$ cat config.mk
export PLATFORM = sky130hd
export DESIGN_NAME = instr_fetch
export DESIGN_NICKNAME = d
export VERILOG_FILES = /design/src/rtl/cpu_pkg.sv /design/src/rtl/pc_reg.sv /design/src/rtl/instr_fetch.sv
export SDC_FILE = /design/constraint.sdc
export NUM_CORES = 1
export LEC_CHECK = 0
export BUFFER_PORTS_ARGS = -buffer_cell sky130_fd_sc_hd__buf_4
export CAP_MARGIN = 20
export CORE_ASPECT_RATIO = 0.8
export CORE_UTILIZATION = 45
export DETAILED_ROUTE_END_ITERATION = 6
export GPL_ROUTABILITY_DRIVEN = 0
export PLACE_DENSITY = 0.76
export SLEW_MARGIN = 40
export SYNTH_ARGS = -nofsm -noshare
export SYNTH_HDL_FRONTEND = slang
export SYNTH_SLANG_ARGS = --single-unit
export TNS_END_PERCENT = 10
$ cat constraint.sdc
create_clock -name clk -period 1.9 [get_ports clk]
set_input_delay 0.475 -clock clk [delete_from_list [all_inputs] [get_ports clk]]
set_output_delay 0.475 -clock clk [all_outputs]
set_load 0.1 [all_outputs]
$ cat src/rtl/cpu_pkg.sv
// cpu_pkg: shared widths, fetch FSM state encoding and default constants
// for the instruction fetch path.
//   ADDR_W              program memory address width (16 entries)
//   DATA_W              instruction byte width
//   fetch_state_t       fetch FSM states
//   HALT_OPCODE_DEFAULT instruction byte that stops sequential fetching
package cpu_pkg;

    localparam int ADDR_W = 4;
    localparam int DATA_W = 8;

    localparam logic [DATA_W-1:0] HALT_OPCODE_DEFAULT = 8'hFF;

    typedef enum logic [2:0] {
        ST_IDLE  = 3'd0,
        ST_REQ   = 3'd1,
        ST_CAP   = 3'd2,
        ST_VALID = 3'd3,
        ST_HALT  = 3'd4
    } fetch_state_t;

endpackage

$ cat src/rtl/pc_reg.sv
// pc_reg: program counter with load and increment. The increment wraps
// modulo 2**ADDR_W naturally; load has priority over increment.
//   clk        system clock
//   reset      asynchronous active-low reset, loads RESET_PC
//   load       load pc from load_addr
//   load_addr  value to load
//   inc        advance pc by one
//   pc         current program counter
module pc_reg
    import cpu_pkg::*;
#(
    parameter logic [ADDR_W-1:0] RESET_PC = 4'h0
) (
    input  logic              clk,
    input  logic              reset,
    input  logic              load,
    input  logic [ADDR_W-1:0] load_addr,
    input  logic              inc,
    output logic [ADDR_W-1:0] pc
);

    logic [ADDR_W-1:0] pc_q;
    logic [ADDR_W-1:0] pc_d;

    always_comb begin
        pc_d = pc_q;
        if (load) begin
            pc_d = load_addr;
        end else if (inc) begin
            pc_d = pc_q + ADDR_W'(1);
        end
    end

    always_ff @(posedge clk or negedge reset) begin
        if (!reset) begin
            pc_q <= RESET_PC;
        end else begin
            pc_q <= pc_d;
        end
    end

    assign pc = pc_q;

endmodule

$ cat src/rtl/instr_fetch.sv
// instr_fetch: fetches instruction bytes from a 16x8 synchronous-read
// program memory and offers them to decode with a valid/ready handshake.
//   clk        system clock
//   reset      asynchronous active-low reset
//   en         run enable; gates the start of a new fetch only
//   jump       single-cycle pulse: pc <= jump_addr, drop any fetch
//   jump_addr  jump target
//   mem_addr   memory address (always equals pc)
//   mem_rd     memory read strobe (data returns one cycle later)
//   mem_wr     memory write strobe (never asserted)
//   mem_dout   memory read data
//   ir         fetched instruction
//   ir_valid   ir holds an undelivered instruction
//   ir_ready   decode accepts ir
//   pc         address of the instruction in ir or being fetched
//   halted     high while halted on HALT_OPCODE
module instr_fetch
    import cpu_pkg::*;
#(
    parameter logic [ADDR_W-1:0] RESET_PC    = 4'h0,
    parameter logic [DATA_W-1:0] HALT_OPCODE = HALT_OPCODE_DEFAULT
) (
    input  logic              clk,
    input  logic              reset,
    input  logic              en,
    input  logic              jump,
    input  logic [ADDR_W-1:0] jump_addr,
    output logic [ADDR_W-1:0] mem_addr,
    output logic              mem_rd,
    output logic              mem_wr,
    input  logic [DATA_W-1:0] mem_dout,
    output logic [DATA_W-1:0] ir,
    output logic              ir_valid,
    input  logic              ir_ready,
    output logic [ADDR_W-1:0] pc,
    output logic              halted
);

    fetch_state_t      state_q;
    fetch_state_t      state_d;
    logic [DATA_W-1:0] ir_q;
    logic [DATA_W-1:0] ir_d;
    logic              pc_load;
    logic              pc_inc;
    logic [ADDR_W-1:0] pc_cur;

    pc_reg #(
        .RESET_PC (RESET_PC)
    ) u_pc_reg (
        .clk       (clk),
        .reset     (reset),
        .load      (pc_load),
        .load_addr (jump_addr),
        .inc       (pc_inc),
        .pc        (pc_cur)
    );

    always_comb begin
        state_d = state_q;
        ir_d    = ir_q;
        pc_load = 1'b0;
        pc_inc  = 1'b0;
        if (jump) begin
            // A jump overrides everything, including a handshake in the
            // same cycle: that instruction is delivered but pc takes the
            // jump target rather than pc+1.
            pc_load = 1'b1;
            state_d = en ? ST_REQ : ST_IDLE;
        end else begin
            case (state_q)
                ST_IDLE: begin
                    if (en) begin
                        state_d = ST_REQ;
                    end
                end
                ST_REQ: begin
                    state_d = ST_CAP;
                end
                ST_CAP: begin
                    ir_d    = mem_dout;
                    state_d = ST_VALID;
                end
                ST_VALID: begin
                    if (ir_ready) begin
                        if (ir_q == HALT_OPCODE) begin
                            // pc stays on the halt instruction
                            state_d = ST_HALT;
                        end else begin
                            pc_inc  = 1'b1;
                            state_d = en ? ST_REQ : ST_IDLE;
                        end
                    end
                end
                ST_HALT: begin
                    state_d = ST_HALT;
                end
                default: begin
                    state_d = ST_IDLE;
                end
            endcase
        end
    end

    always_ff @(posedge clk or negedge reset) begin
        if (!reset) begin
            state_q <= ST_IDLE;
            ir_q    <= '0;
        end else begin
            state_q <= state_d;
            ir_q    <= ir_d;
        end
    end

    // Outputs come straight from registers so ir_ready never reaches mem_rd
    // combinationally.
    assign mem_rd   = (state_q == ST_REQ);
    assign ir_valid = (state_q == ST_VALID);
    assign halted   = (state_q == ST_HALT);
    assign mem_wr   = 1'b0;
    assign mem_addr = pc_cur;
    assign pc       = pc_cur;
    assign ir       = ir_q;

endmodule

==> flow_summary.toml <==
[sta]
slew_viol_final = 0
min_period_ps = 1850
setup_violations = 0
finClkSkew_ps = 0.662
setup_tns_ps = 0
rsz0062_at_grt = "false"
fmax_mhz = 542
fin_crit_sh = 0.971
holdWs_ps = 30.3
finalHoldViolCount = 0

[layout]
nets = 123
antenna_cells = 0
area_delta_synth_final_pct = 35.1
drive_gt1_frac = 0.606
layout.cells.non_filler = 126
largest_reg_flops = 8

[worst_setup_path]
end_kind = "output port"
cp.required_ps = 1420
r2r_slack_ps = 290
reg2regPathDepth = 4
criticalPathCategory = "register to output port"
timing.rr.start = "state_q[2]"
worstSetupStartpointType = "register"
crit_arrival_ps = 1370
critPathMaxStageDelay_ps = 480
crit_start = "state_q[1]"
crit_end = "halted"
r2r_end = "u_pc_reg.pc[1]"
worstPathCellList = "nor2_1 -> and2_1 -> buf_6"
cp_top_family = "flip-flops"
crit_slowest_cell = "dfrtp_2"
worstPathMaxFanout = 9
cp.depth = 3
cp.buffers_inverters = 1

[grt]
antenna_found_initial = 0
grt_max_degree = 16
overflow = 0
grt_usage = 0.200
grt_pass1_wl_um = 2840
first_global_vias = 658

[detailed_routing]
met1_length_um = 720
drc = 0
route.met2.wl_um = 843
first_pass_iters = 4
wl_met3_um = 106
viasPerCell = 5.38
drt_wl_total_um = 1680
vias = 678
wire_per_inst_um = 13.3
dr.first_iter.drc_count = 11
ant_nets = 0
top_layer_used = "met4"

[logic_synthesis]
yosys_warnings = 0
synthArstFlopShare = 1.00
yosysMostFrequentCell = "dfrtp_1"
seq_area_frac_synth = 0.455
synthDistinctLibCells = 33
synth_top_area_cell = "dfrtp_1"
synthesis.instances = 73
synth-edff-count = 0
synth-seq-cells = 15
synth_top_area_share = 0.455
synthTopCellsByCount = "dfrtp_1, mux2_2, buf_4, a21oi_1"
syn_nets = 91
synthesis.area_um2 = 825
ys.flop_type = "dfrtp_1"
synth_area_leaders = "dfrtp_1, mux2_2, buf_4"
syn_area_per_cell_um2 = 11.3

[pwr]
p_per_area_nw_per_um2 = 1600
peakVddDrop_uv = 1260
p_leak_nw = 0.508
p_total_mw = 1.78

[clocking]
numClockSinks = 15
tritoncts = "yes"
clk_pin_slew_ps = 90
cts_buffer_depth = 2
clkLatencyLatePin_ps = 280
numCtsBuffers = 3
htree_levels = 1
cts-root-buf = "clkbuf_4"

[placed_design]
dp_hpwl_um = 1280
dp.cells = 122
portBuffers = 35

[die]
dieArea_um2 = 2010
die_x_um = 49.9
chipHeight_um = 40.3
start_util = 0.492
core_area_um2 = 1680
io_pins = 37
row_count = 13

[outcome]
status = "finished clean"

[min_path]
hold_class = "input port to async pin"

[run]
maxCapViolations = 0
[placed cells by master, fill, tap and decap left out, types with 2 or more instances in the layout]
cell and n:
a21oi_1 4, buf_4 34, buf_6 2, clkbuf_4 3, dfrtp_1 7, dfrtp_2 8
mux2_2 9, nand2_1 3, nand3_1 2, nand4_1 2, nor2_1 3, nor3_1 2
o21ai_0 3, xor2_1 2
[worst reg2reg max path, stage by stage (launching register included)]
cell and delay (ps):
dfrtp_2 500, and3b_2 340, o211ai_4 110, mux2_4 300, mux2_2 260
[repair_timing]
action                                  4_1_cts  5_1_grt
setup buffers                                 0        0
endpoints found under the setup margin        2        3
pin swaps                                     0        0
hold buffers                                  0        0
gates resized for setup                       2        3
[how the worst min path moves through the flow]
stage | start | end | slack (ps)
3_3_place_gp | reset | state_q[0] | 340
4_1_cts | reset | state_q[1] | 30
5_1_grt | reset | ir[5] | 20
2_1_floorplan | reset | ir[0] | 180
6_report | reset | state_q[1] | 30
3_5_place_dp | reset | state_q[1] | 340
[cell type report]
| type | instances | area (um^2) |
|---|---|---|
| Inverter | 1 | 3.75 |
| Tap cell | 22 | 27.5 |
| Timing Repair Buffer | 36 | 278 |
| Fill cell | 134 | 562 |
| Multi-Input combinational cell | 48 | 392 |
| Sequential cell | 15 | 385 |
| Clock inverter | 1 | 5.00 |
| Clock buffer | 3 | 22.5 |
[metal layers]
layer	track usage	vias to the layer above
li1	-	318
met1	0.245	329
met2	0.338	29
met3	0.0720	2
met4	0.0643	0
met5	0	-
[stage by stage]
stage                     instance area (um^2)  setup slack [ps]   util
after global routing                      1110              16.6  0.665
after global placement                    1070               300  0.642
final                                     1110              54.5  0.665
after CTS                                 1110              28.4  0.662
after floorplan                            842              -284      -
after detailed placement                  1070               273  0.642
[power by group]
group / internal [mW] / switching (mW)
Sequential: 0.417 / 0.0880
Clock: 0.0781 / 0.102
Combinational: 0.244 / 0.849
Total: 0.739 / 1.04
[logic make-up (layout without fill, tap and decap cells)]
group                    count (synthesis)  after routing  synth area share
AO/OA/AOI/OAI                           12             12             0.105
XOR/XNOR                                 2              2            0.0212
adder cells (fa/ha/maj)                  1              1            0.0152
buffers and inverters                   10             41            0.0834
flip-flops                              15             15             0.455
multiplexers                            10             10             0.141
other                                    1              1           0.00455
AND/OR/NAND/NOR                         22             22             0.175
No activity file was read; power rests on OpenSTA's default activity.
